--- src/rtl/imem_arbiter_pkg.sv ---
// imem_arbiter_pkg: shared FSM states, port-owner encoding and word-index shift
package imem_arbiter_pkg;
  typedef enum logic [1:0] {IDLE, ISSUE, CAPTURE} state_e;
  typedef enum logic {FETCH = 1'b0, LOAD = 1'b1} owner_e;
  localparam int WORD_SHIFT = 2;
endpackage

--- src/rtl/imem_arbiter.sv ---
// imem_arbiter: round-robin arbiter giving a fetch port and a loader port
// alternating access to one single-cycle-latency instruction memory
module imem_arbiter
  import imem_arbiter_pkg::*;
#(
  parameter int MEM_WORDS = 256,
  parameter int ADDR_W = 32
) (
  input  logic              clk,
  input  logic              rst_n,
  input  logic              f_req,
  input  logic [ADDR_W-1:0] f_addr,
  output logic              f_gnt,
  output logic              f_valid,
  output logic [31:0]       f_data,
  output logic              f_err,
  input  logic              l_req,
  input  logic              l_we,
  input  logic [ADDR_W-1:0] l_addr,
  input  logic [31:0]       l_wdata,
  output logic              l_gnt,
  output logic              l_valid,
  output logic              l_err,
  output logic [31:0]       l_rdata,
  output logic              m_en,
  output logic              m_we,
  output logic [ADDR_W-1:0] m_addr,
  output logic [31:0]       m_wdata,
  input  logic [31:0]       m_rdata
);
  state_e state_q, state_d;
  owner_e last_q, last_d, own_q, own_d, win;
  logic we_q, we_d, vld_q, vld_d, err_q, err_d, bad, issue;
  logic [ADDR_W-1:0] addr_q, addr_d, widx;
  logic [31:0] wdata_q, wdata_d, f_data_q, f_data_d, l_rdata_q, l_rdata_d;
  assign widx = addr_q >> WORD_SHIFT;
  assign bad = (addr_q[1:0] != 2'b00) || (widx >= ADDR_W'(MEM_WORDS));
  // on a tie the port that did not win last time takes the slot
  assign win = (f_req && l_req) ? ((last_q == LOAD) ? FETCH : LOAD) : (f_req ? FETCH : LOAD);
  always_comb begin
    state_d = state_q;
    last_d = last_q;
    own_d = own_q;
    we_d = we_q;
    addr_d = addr_q;
    wdata_d = wdata_q;
    f_data_d = f_data_q;
    l_rdata_d = l_rdata_q;
    vld_d = 1'b0;
    err_d = err_q;
    case (state_q)
      IDLE: if (f_req || l_req) begin
        state_d = ISSUE;
        last_d = win;
        own_d = win;
        we_d = (win == LOAD) && l_we;
        addr_d = (win == LOAD) ? l_addr : f_addr;
        wdata_d = (win == LOAD) ? l_wdata : '0;
      end
      ISSUE: state_d = CAPTURE;
      CAPTURE: begin
        state_d = IDLE;
        vld_d = 1'b1;
        err_d = bad;
        f_data_d = (!bad && !we_q && own_q == FETCH) ? m_rdata : f_data_q;
        l_rdata_d = (!bad && !we_q && own_q == LOAD) ? m_rdata : l_rdata_q;
      end
      default: state_d = IDLE;
    endcase
  end
  always_ff @(posedge clk) begin
    if (!rst_n) begin
      state_q <= IDLE;
      last_q <= LOAD;
      own_q <= FETCH;
      we_q <= 1'b0;
      addr_q <= '0;
      wdata_q <= '0;
      f_data_q <= '0;
      l_rdata_q <= '0;
      vld_q <= 1'b0;
      err_q <= 1'b0;
    end else begin
      state_q <= state_d;
      last_q <= last_d;
      own_q <= own_d;
      we_q <= we_d;
      addr_q <= addr_d;
      wdata_q <= wdata_d;
      f_data_q <= f_data_d;
      l_rdata_q <= l_rdata_d;
      vld_q <= vld_d;
      err_q <= err_d;
    end
  end
  // own_q still names the finished access during its valid cycle
  assign issue = state_q == ISSUE;
  assign f_gnt = issue && own_q == FETCH;
  assign l_gnt = issue && own_q == LOAD;
  assign f_valid = vld_q && own_q == FETCH;
  assign l_valid = vld_q && own_q == LOAD;
  assign f_err = f_valid && err_q;
  assign l_err = l_valid && err_q;
  assign f_data = f_data_q;
  assign l_rdata = l_rdata_q;
  assign m_en = issue && !bad;
  assign m_we = issue && we_q;
  assign m_addr = issue ? widx : '0;
  assign m_wdata = issue ? wdata_q : '0;
endmodule

--- config.mk ---
export PLATFORM = sky130hd
export DESIGN_NAME = imem_arbiter
export DESIGN_NICKNAME = d
export VERILOG_FILES = /design/src/rtl/imem_arbiter_pkg.sv /design/src/rtl/imem_arbiter.sv
export SDC_FILE = /design/constraint.sdc
export NUM_CORES = 1
export LEC_CHECK = 0
export BUFFER_PORTS_ARGS = -buffer_cell sky130_fd_sc_hd__buf_2
export CAP_MARGIN = 40
export CORE_MARGIN = 5
export CORE_UTILIZATION = 41
export CTS_BUF_LIST = sky130_fd_sc_hd__clkbuf_2 sky130_fd_sc_hd__clkbuf_4 sky130_fd_sc_hd__clkbuf_8
export DETAILED_ROUTE_END_ITERATION = 10
export PLACE_DENSITY_LB_ADDON = 0.08
export SLEW_MARGIN = 25
export SYNTH_ARGS = -nofsm -noshare
export SYNTH_HDL_FRONTEND = slang
export SYNTH_SLANG_ARGS = --single-unit
--- constraint.sdc ---
create_clock -name clk -period 2.5 [get_ports clk]
set_input_delay 0.125 -clock clk [delete_from_list [all_inputs] [get_ports clk]]
set_output_delay 0.125 -clock clk [all_outputs]
set_load 0.03 [all_outputs]
# Word level (Yosys, flattened, before mapping)
# Index checks and enable logic that the tools add are counted.
[op_classes]
n_mux = 10
bitwise = 1
n_reduce_logical = 22
eq_ne = 3
magnitude_cmp = 1
[ops]
columns = ["operator", "count"]
rows = [
  ["32-bit two-way mux", 3],
  ["30-bit by 9-bit greater-or-equal comparator with 1-bit output, second input constant", 1],
  ["30-bit two-way mux", 1],
  ["1-bit logical AND", 13],
  ["2-bit AND reduction", 3],
  ["1-bit two-way mux", 4],
  ["2-bit case mux with 2 select lines", 1],
  ["2-bit by 1-bit equality test with 1-bit output, second input constant", 1],
  ["2-bit equality test, second input constant", 1],
  ["1-bit logical NOT", 2],
  ["2-bit logical NOT", 1],
  ["1-bit logical OR", 2],
  ["2-bit two-way mux", 1],
  ["2-bit != test, second input constant", 1],
  ["2-bit nonzero test", 1],
  ["1-bit inverter", 1],
]
[totals]
word_cells = 47
out_inout_bits = 136
register_bits = 135
in_bits = 133

# Depth between registers and ports, before layout
[depth]
word_depth = 6
depth_mapped = 6
mapped_depth_nobuf = 4

# Worst setup path before layout
# OpenSTA, ideal clock, no wires.
[synth_timing]
path_kind = "reg-to-output"
startpoint = "register addr_q[25]"
endpoint = "output m_en"
stages_incl_launch_ff = 4
t_arrival_ns = 1.516
t_required_ns = 2.375
slack_ns = 0.859
path_buffers = 0
cell_sequence = "dfxtp_1 > nor4_2 > nand4_2 > nor3_1"
[synth_between]
elab_chain_cells = 4
[synth_rtl]
columns = ["item", "line", "text"]
rows = [
  ["start, declared", "imem_arbiter.sv:34", "logic [ADDR_W-1:0] addr_q, addr_d, widx;"],
  ["start signal, assigned", "imem_arbiter.sv:88", "addr_q <= addr_d;"],
  ["30-bit by 9-bit greater-or-equal comparator with 1-bit output", "imem_arbiter.sv:37", "assign bad = (addr_q[1:0] != 2'b00) || (widx >= ADDR_W'(MEM_WORDS));"],
  ["1-bit logical OR", "imem_arbiter.sv:37", ""],
  ["1-bit logical NOT", "imem_arbiter.sv:106", "assign m_en = issue && !bad;"],
  ["1-bit logical AND", "imem_arbiter.sv:106", ""],
  ["end, declared", "imem_arbiter.sv:25", "output logic m_en,"],
]
# Every way passes these cells.

# Final worst setup path
[layout_timing]
startpoint = "register state_q[0]"
endpoint = "output m_addr[10]"
[layout_between]
elab_chain_cells = 2
[layout_rtl]
columns = ["item", "line", "text"]
rows = [
  ["start, declared", "imem_arbiter.sv:31", "state_e state_q, state_d;"],
  ["start signal, assigned", "imem_arbiter.sv:84", "state_q <= state_d;"],
  ["2-bit by 1-bit equality test with 1-bit output", "imem_arbiter.sv:97", "assign issue = state_q == ISSUE;"],
  ["30-bit two-way mux", "imem_arbiter.sv:108", "assign m_addr = issue ? widx : '0;"],
  ["end, declared", "imem_arbiter.sv:27", "output logic [ADDR_W-1:0] m_addr,"],
]
# Every way passes these cells.

==> summary by stage <==
Synth
Of the total synthesized cell area, the portion taken by AND, OR, NAND and NOR gates is 0.216. In this run the mean area of a mapped cell was about 9.4 um^2. The largest family of logic cells by synthesized area is simple AND/OR/NAND/NOR gates.

The number of enable flip-flop cells after synthesis is 0. By area the synthesized netlist is led by dfxtp_1 (47%), mux2i_1 (17%), and2_1 (7.1%). Of all cell types, the one taking the most synthesized area is dfxtp_1. The post-synthesis cell count is 611. The post-synthesis adder-cell area fraction is 0. Of the synthesized area, sequential elements account for 0.472. The fraction of the mapped netlist area in compound gates is 0.0951. Of the total synthesized cell area, the portion taken by XOR and XNOR cells is 0.

The proportion of netlist area held by the largest area contributor is 0.472. By count the netlist is led by dfxtp_1 (135), nand2_1 (98), mux2i_1 (96), nor2_1 (74), and2_1 (65). Yosys printed 0 warnings. The synthesized design contains ~140 register bits.

Of all flip-flops after synthesis, the portion carrying an async set or reset was 0. After synthesis, the share of cell area in mux cells is 0.168. The most frequent cell after synthesis is dfxtp_1. The count of unique library cells instantiated by Yosys is 31. Summing every instance area after synthesis gives ~5700 um^2. In the synthesized netlist the dominant register cell turns out to be dfxtp_1.

Power
For this design the static power due to leakage is a little under 4 nW. For this design the ratio of total power to cell area is 609 nW/um^2. The overall power is between 5 and 6 mW. VDD sags by at most between 0.2 and 0.3 mV.

Cells and area
The area growth from synthesis to layout is 45.1%. The number of antenna diodes in the final layout is 0. In the final design database the tool counted 1058 nets. Leaving out filler cells and counting taps, the final layout contains ~1100. Once layout is complete, the utilization of the core stands at 0.603. In the final layout, flip-flops and latches occupy about 2700 um^2. The share of cells above drive strength 1 is 0.344.

Summing all multi-input logic gate instances after layout gives approximately 2800 um^2. The filler cells instantiated in the layout total between 1000 and 1500.

Critical path
Traced cell by cell, the critical path runs through nor2b_4 > buf_12 > and2_1 > buf_2. The worst setup path is of the reg -> out kind. The kind of capture point of the worst setup path is a primary output. The critical register-to-register path endpoint is f_data[17]. The startpoint of the most critical register-to-register path is addr_q[31].

The critical path contains buffers and inverters numbering 2 combined. The slack of the worst reg-to-reg path is between 0.7 and 0.8 ns. Data on the critical path is required at its endpoint by 2.38 ns.

The category of cells accounting for the largest share of critical-path delay is simple AND/OR/NAND/NOR gates. Data on the critical path arrives at its endpoint at slightly below 2 ns. The maximum cell stage delay along the critical path is around 0.45 ns. Measured in cells, the most critical reg-to-reg path has a length of 5. The cell with the biggest individual delay on the critical path is dfxtp_1. The kind of start point of the critical path is a register. The peak fanout along the critical path is between 40 and 50.

Floorplanning
The height of the die is around 130 um. For this design the top-level I/O count stands at ~270. The starting density of the core is 0.416. The site row count is 43.

From left edge to right edge, the die measures between 100 and 150 um. The die covers 16400 um^2. The region available for standard cell placement spans 13800 um^2.

Global routing
The wire length of the first global-routing pass is between 20000 and 30000 um. The number of global-route vias before repair is 5660. The combined global-route utilization of all metal layers is 0.203. Global routing finished with a remaining overflow of 0.

The maximum number of pins on one net before global-route repair is 67. The number of antenna violations at the first check in global routing is 0.

Clocking
The cell at the root of the clock tree is clkbuf_8. The clock reaches the later pin of the worst-skew pair after roughly 0.44 ns. For this design, the sink count on the clock tree is 135.

The H-tree was split into 4 levels. The number of setup buffers added after CTS is 0. The longest clock path from root to sink contains 2 buffers. The CTS buffer count is 17. The count of cells resized by post-cts repair is 0.

The number of buffers added to fix hold violations after cts is between 60 and 70. TritonCTS built the clock tree. The CTS clock-pin slew for the worst setup and hold paths is about 0.08 ns.

Route
The DRC violation total after the first TritonRoute iteration is ~250. Dividing the detail-routed wire length by the instance count gives 15.0 um. In the routed layout, each cell is associated on average with a via count of around 4.8. The overall via count from detail_route is approximately 5400.

The pre-antenna-repair detailed-routing pass consisted of 4 iterations. The sum of routed wire length over all layers is between 15000 and 20000 um. The DRC violation count after routing is 0. In this run the remaining antenna-violating nets after routing total 0.

Timing
The worst-case headroom to the max-slew limit is 0.480. The achievable frequency is about 0.48 GHz. The final period demand of the worst path is roughly 2.1 ns.

The clock skew is roughly 0.012 ns. Dividing the final minimum period by the clock period gives 0.834. Setup repair after global routing left no endpoint under its margin. Setup total negative slack on the finished layout was measured at 0 ns.

The number of setup violations in the final report is 0. The transition at the pin with the smallest max-transition slack is about 0.8 ns. The final hold violation count was 0.

The max-slew violation count was 0.

Status
The flow ran to the end, and the final reports show no timing, DRC or antenna violations.

Worst hold path
The terminating pin of the worst hold path is addr_q[14]. The class of the worst hold path is in -> reg. In this run the most critical hold path is launched from l_addr[14].

The worst hold path cell count is 3.

Placement
Summed over all nets, the half-perimeter wirelength after detailed placement is about 12000 um. Routability-driven placement finished with a final weighted congestion of 0.835. The number of instances in the placed design is around 1000. The count of port buffers added during placement is 266.

Flow run
Across the run, the number of max-cap violations was 0.
worst register-to-register path, stage by stage (launching register included):
cell and delay, ns:
dfxtp_1 0.33, nor4_2 0.33, nand4_2 0.26, nor3_4 0.26, buf_12 0.27, mux2i_1 0.26
routing by layer:
metal,GRT usage,up-vias,part of all wire
met1,0.231,2473,0.40
met5,0,-,0
met2,0.346,199,0.49
met4,0.0986,0,0.030
li1,-,2693,-
met3,0.0600,42,0.077
logic make-up (layout without fill, tap and decap cells):
group | Yosys count | after routing
DFF | 135 | 135
buffers and inverters | 51 | 377
and+or+nand+nor | 255 | 255
other | 1 | 2
muxes | 96 | 96
AOI/OAI and AO/OA | 73 | 73
worst max-delay path by stage:
stage,startpoint,endpoint,slack [ns],cells past startpoint
after floorplan,addr_q[25],m_en,0.86,3
after global placement,addr_q[11],l_rdata[22],0.82,5
after detailed placement,addr_q[31],l_rdata[4],0.70,5
after CTS,state_q[0],m_addr[20],0.38,4
after global routing,state_q[0],m_addr[20],0.26,4
final,state_q[0],m_addr[10],0.42,4
power breakdown:
group,switching (mW),internal [mW],total (mW),leakage [nW]
Clock,0.838,1.16,2.00,0.228
Sequential,0.0723,2.24,2.31,1.10
Combinational,0.406,0.334,0.739,2.58
metrics by stage:
stage | setup slack, ns | hold slack [ns] | cell area (um^2)
after global routing | 0.264 | 0.00929 | 8310
after CTS | 0.382 | 0.000888 | 8310
after floorplan | 0.859 | 0.273 | 5730
after global placement | 0.817 | 0.358 | 7190
after detailed placement | 0.702 | 0.371 | 7190
final | 0.415 | 0.0201 | 8310
cells in the final DEF, fill, tap and decap left out:
master,count
buf_12,5
and2_2,2
a21oi_1,1
o21ai_0,3
buf_4,5
o21a_2,1
a2111oi_4,1
clkinv_4,3
o21ai_2,1
clkinvlp_4,1
dlygate4sd3_1,67
buf_2,266
clkinv_2,4
nor4_2,2
and3_1,1
nor4_4,2
nand2b_1,1
and2_1,65
o21ai_4,1
conb_1,2
nor3_1,1
inv_1,1
dfxtp_1,135
a211oi_1,32
nand2_1,98
nand3b_1,1
inv_2,1
nor2b_4,1
nor4_1,2
nor3_4,2
clkbuf_8,20
nor2_1,74
bufinv_16,4
nand4_2,1
mux2i_1,96
a22oi_1,33
nor2b_1,2
layout make-up:
type                       count  share of cell area
multi-input combinational    426               0.335
sequential                   135               0.325
timing repair buffer         343               0.258
clock buffer                  20              0.0331
tap                          180              0.0271
clock inverter                12              0.0209
inverter                       2            0.000904
registers in the layout, summed over array words and instances, names as in the netlist, 2 cells and up:
name,flops
addr_q,32
f_data,32
l_rdata,32
wdata_q,32
state_q,2
Note: power is estimated with default switching activity, not from simulation.
